--- config.mk ---
export PLATFORM = sky130hd
export DESIGN_NAME = dma_dreq_requester
export DESIGN_NICKNAME = d
export VERILOG_FILES = /design/src/rtl/dma_dreq_requester.sv
export SDC_FILE = /design/constraint.sdc
export NUM_CORES = 1
export LEC_CHECK = 0
export BUFFER_PORTS_ARGS = -buffer_cell sky130_fd_sc_hd__buf_4
export CELL_PAD_IN_SITES_DETAIL_PLACEMENT = 0
export CELL_PAD_IN_SITES_GLOBAL_PLACEMENT = 1
export CORE_MARGIN = 8
export CORE_UTILIZATION = 38
export DETAILED_ROUTE_END_ITERATION = 16
export PLACE_DENSITY = 0.82
export SLEW_MARGIN = 5
export SYNTH_ARGS = -nofsm -noshare
export SYNTH_HDL_FRONTEND = slang
export SYNTH_SLANG_ARGS = --single-unit
--- constraint.sdc ---
create_clock -name clock -period 2.1 [get_ports clock]
set_clock_uncertainty 0.15 [all_clocks]
set_input_delay 0.42 -clock clock [delete_from_list [all_inputs] [get_ports clock]]
set_output_delay 0.42 -clock clock [all_outputs]
set_load 0.02 [all_outputs]
--- src/rtl/dma_dreq_requester.sv ---
// Per-channel DMA request engine: raises DREQ toward the 8237 arbiter, counts
// DACK-completed transfers, and finishes on terminal count or external EOP.
module dma_dreq_requester #(
   parameter int unsigned COUNT_W = 16
) (
   input  logic               clock,
   input  logic               reset,
   input  logic               start,
   input  logic [COUNT_W-1:0] xfer_count,
   input  logic               demand_mode,
   input  logic               data_ready,
   input  logic               dack,
   input  logic               eop_n,
   output logic               dreq,
   output logic               busy,
   output logic               done,
   output logic               eop_abort,
   output logic [COUNT_W-1:0] remaining
);

   typedef enum logic [3:0] {
      StIdle = 4'b0001,
      StReq  = 4'b0010,
      StAck  = 4'b0100,
      StDone = 4'b1000
   } state_e;

   state_e             state_q, state_d;
   logic               dreq_q, dreq_d;
   logic               demand_q, demand_d;
   logic               eop_abort_q, eop_abort_d;
   logic [COUNT_W-1:0] remaining_q, remaining_d;
   logic               last_xfer;

   always_ff @(posedge clock or negedge reset) begin
      if (!reset) begin
         state_q     <= StIdle;
         dreq_q      <= 1'b0;
         demand_q    <= 1'b0;
         eop_abort_q <= 1'b0;
         remaining_q <= '0;
      end else begin
         state_q     <= state_d;
         dreq_q      <= dreq_d;
         demand_q    <= demand_d;
         eop_abort_q <= eop_abort_d;
         remaining_q <= remaining_d;
      end
   end

   // The final transfer completes on the dack fall seen while the count is already zero.
   assign last_xfer = (state_q == StAck) && !dack && (remaining_q == '0);

   always_comb begin
      state_d     = state_q;
      dreq_d      = 1'b0;
      demand_d    = demand_q;
      eop_abort_d = eop_abort_q;
      remaining_d = remaining_q;

      unique case (state_q)
         StIdle: begin
            if (start) begin
               remaining_d = xfer_count;
               demand_d    = demand_mode;
               eop_abort_d = 1'b0;
               dreq_d      = data_ready;
               state_d     = StReq;
            end
         end
         StReq: begin
            if (dack) begin
               dreq_d  = demand_q & data_ready;
               state_d = StAck;
            end else begin
               dreq_d = data_ready;
            end
         end
         StAck: begin
            if (!dack) begin
               if (remaining_q == '0) begin
                  state_d = StDone;
               end else begin
                  remaining_d = remaining_q - COUNT_W'(1);
                  dreq_d      = data_ready;
                  state_d     = StReq;
               end
            end else begin
               dreq_d = demand_q & data_ready;
            end
         end
         StDone: begin
            state_d = StIdle;
         end
         default: begin
            state_d = StIdle;
         end
      endcase

      // EOP overrides everything once any coincident transfer has been counted.
      if (!eop_n && ((state_q == StReq) || (state_q == StAck))) begin
         state_d = StDone;
         dreq_d  = 1'b0;
         if (!last_xfer) begin
            eop_abort_d = 1'b1;
         end
      end
   end

   assign dreq      = dreq_q;
   assign busy      = (state_q == StReq) || (state_q == StAck);
   assign done      = (state_q == StDone);
   assign eop_abort = eop_abort_q;
   assign remaining = remaining_q;

endmodule

==> flow_summary.yaml <==
outcome:
  status: "complete, no violations"
placement:
  io_buffers: 42
  dp_hpwl_mm: 3.75
  dpl_worst_slack_ns: -0.0312
  place.gp.congestion: 0.886
  postPlaceCellArea_sq_um: 2040
synthesis:
  synth_top_family_by_area: "simple AND/OR/NAND/NOR gates"
  ys_ff_latch: 23
  synthArstFlopShare: 1.00
  synth_xor_area_frac: 0.0172
  synthesis.area_sq_um: 1530
  synthAdderAreaFrac: 0.0164
  synthDistinctLibCells: 59
  synth-warning-count: 0
  muxShareOfSynthArea: 0.00656
  postSynthNetCount: 192
  yosys.area_share.simple: 0.312
  yosys_most_used_dff: "dfrtp_1"
  synth_edf_count: 0
  yosysSeqAreaShare: 0.378
  synth_compound_area_frac: 0.231
  netlist_instances: 167
  syn_avg_cell_area_sq_um: 9.14
die:
  die-height_microns: 79.4
  die-area_sq_um: 6300
  io_pins: 43
  fp-row-count: 23
  die_w_microns: 79.4
  initial_core_util: 0.387
  core_sq_um: 3940
flow_run:
  cap_violations: 0
detailed_routing:
  wl_per_cell_microns: 17.2
  wirelength_mm: 4.90
  drtAntennaViolNets: 0
  vias: 1589
  drt_first_pass_iters: 4
  viasPerCell: 5.58
  route.detailed.drc: 0
  drtIter0Drc: 158
timing:
  hold_ws_ns: 0.195
  min_period_ns: 2.06
  tns_ns: 0
  timing.final.crit_share: 0.983
  hold_violations: 0
  setup_viol: 0
  fmax_mhz: 484
  maxSlewViolCount: 0
  tightest_slew_ns: 0.515
  slew_headroom: 0.652
  fin_ws_ns: 0.0358
critical_path:
  critPathBufInv: 3
  max_stage_delay_ns: 0.41
  crit_path_start: "state_q[1]"
  path_delay_family: "flip-flops"
  endpoint_kind: "output pin"
  critPathSlowestCell: "dfrtp_1"
  critical_path_class: "reg2out"
  required_ns: 1.53
  cp_max_fo: 5
  r2r-start: "state_q[1]"
  crit_chain: "buf_6 > xnor2_4 > or3_4 > inv_2 > buf_6"
  cp-start-kind: "register"
  crit_arrival_ns: 1.49
  critPathMostFrequentCell: "buf_6"
power_and_ir_drop:
  cellPowerDensity_nw_per_um2: 1290
  power_mw: 2.84
  irDropWorstVdd_uv: 727
  cellLeakagePower_nw: 0.958
global_routing:
  grt_max_degree: 24
  antenna_found_initial: 0
  grt_remaining_overflow: 0
  grt_pass1_wl_mm: 7.96
  grt_pass1_vias: 1622
  grt_usage: 0.156
cts:
  cts_made_buffers: 3
  htree_num_levels: 1
  clkTransAtPathRegs_ns: 0.08
  root_buffer: "clkbuf_8"
  clock_path_buffers: 2
  cts.sink_count: 23
  clock_latency_ns: 0.26
  cts_tree: "yes"
layout:
  post-route-cell-area_sq_um: 2200
  drive_above_1_share: 0.409
  syn2layout_area_growth_pct: 44.1
  fillCellCount: 356
  fin_nets: 261
  diodes: 0
hold_path:
  worst_hold_startpoint: "demand_mode"
  hold_path_class: "in2reg"
## power breakdown
part	internal (mW)	total [mW]	switching (mW)
sequential	0.642	0.843	0.202
clock	0.135	0.279	0.143
combinational	0.807	1.72	0.911
## path summary, 6_finish.rpt
kind                                       to  slack (ns)  cells after the start
worst max-delay path                     busy        0.04                      5
worst min-delay path                 demand_q        0.20                      3
worst max register to register  remaining[14]        0.07                      6
worst min register to register       demand_q        0.34                      2
max in group asynchronous          state_q[0]        1.07                      2
min in group asynchronous                dreq        0.44                      2
## logic make-up (layout without fill, tap and decap cells)
group | after synthesis | in the layout
adder cells (fa/ha/maj) | 2 | 2
XOR/XNOR | 3 | 3
AND/OR/NAND/NOR | 74 | 74
buffers and inverters | 12 | 80
AO/OA/AOI/OAI | 52 | 52
flip-flops | 23 | 23
multiplexers | 1 | 1
## cells in the mapped netlist (all sizes together), types with 2 or more instances
| master | n | area [sq um] |
|---|---|---|
| a21oi | 15 | 82.6 |
| nand4 | 3 | 18.8 |
| ha | 2 | 25.0 |
| nor2b | 2 | 12.5 |
| o211ai | 2 | 15.0 |
| o31ai | 2 | 15.0 |
| xnor2 | 3 | 26.3 |
| nor4 | 5 | 31.3 |
| a211oi | 2 | 15.0 |
| nor2 | 15 | 80.1 |
| o2bb2ai | 4 | 35.0 |
| nand2 | 13 | 51.3 |
| inv | 5 | 18.8 |
| o22ai | 2 | 12.5 |
| nor3b | 2 | 15.0 |
| dfrtp | 22 | 551 |
| nand2b | 4 | 27.5 |
| a22oi | 3 | 22.5 |
| o22a | 2 | 17.5 |
| nand3 | 6 | 35.0 |
| o21ai | 9 | 45.0 |
| nor3 | 5 | 41.3 |
| or4b | 2 | 20.0 |
| and3 | 3 | 18.8 |
| clkbuf | 3 | 11.3 |
| and2 | 3 | 20.0 |
| nor4b | 3 | 41.3 |
| a31oi | 2 | 12.5 |
| buf | 4 | 28.8 |
| or3 | 3 | 18.8 |
## worst reg2reg max path, cell delays in order, from the launching register on
cell and delay, ns:
dfrtp_1 0.41, buf_4 0.14, or4b_4 0.55, nor2_8 0.15, nand3_2 0.10, o31a_1 0.25, o22a_1 0.18
## state kept, by name, indices dropped and copies added, names as in the netlist
register   cells
demand_q       1
dreq           1
state_q        4
eop_abort      1
remaining     16
## per-layer routing
| layer | routed length [microns] | GRT usage | vias to the layer above |
|---|---|---|---|
| met5 | 0 | 0 | - |
| met4 | 51 | 0.0481 | 0 |
| met3 | 314 | 0.0338 | 6 |
| met2 | 2410 | 0.256 | 50 |
| met1 | 2130 | 0.200 | 765 |
| li1 | - | - | 768 |
## through the flow
stage,util,cells
final,0.558,285
after global routing,0.558,285
after CTS,0.541,282
after detailed placement,0.517,275
after global placement,0.517,275
after floorplan,-,167
## layout make-up
class	instances	area, sq um	share of cell area
clock buffer	4	45.0	0.0205
inverter	5	18.8	0.00853
multi-input combinational	132	952	0.433
sequential	23	578	0.263
tap	50	62.6	0.0284
timing repair buffer	71	543	0.247
## cell usage in the layout, fill, tap and decap left out, types with 4 or more instances in the layout
| master | count |
|---|---|
| nand2_1 | 12 |
| inv_1 | 4 |
| buf_4 | 68 |
| o2bb2ai_1 | 4 |
| nor4_1 | 4 |
| nor2_1 | 12 |
| nand3_1 | 5 |
| a21oi_1 | 13 |
| dfrtp_1 | 21 |
| o21ai_0 | 8 |
## repair_timing
| item | CTS | global route |
|---|---|---|
| pin swaps | 1 | 2 |
| setup buffers | 2 | 3 |
| setup endpoints to repair | 2 | 10 |
| hold endpoints to repair | 22 | 0 |
| gates resized for setup | 7 | 7 |
| hold buffers | 1 | 0 |
Note: power is estimated with default switching activity, not from simulation.
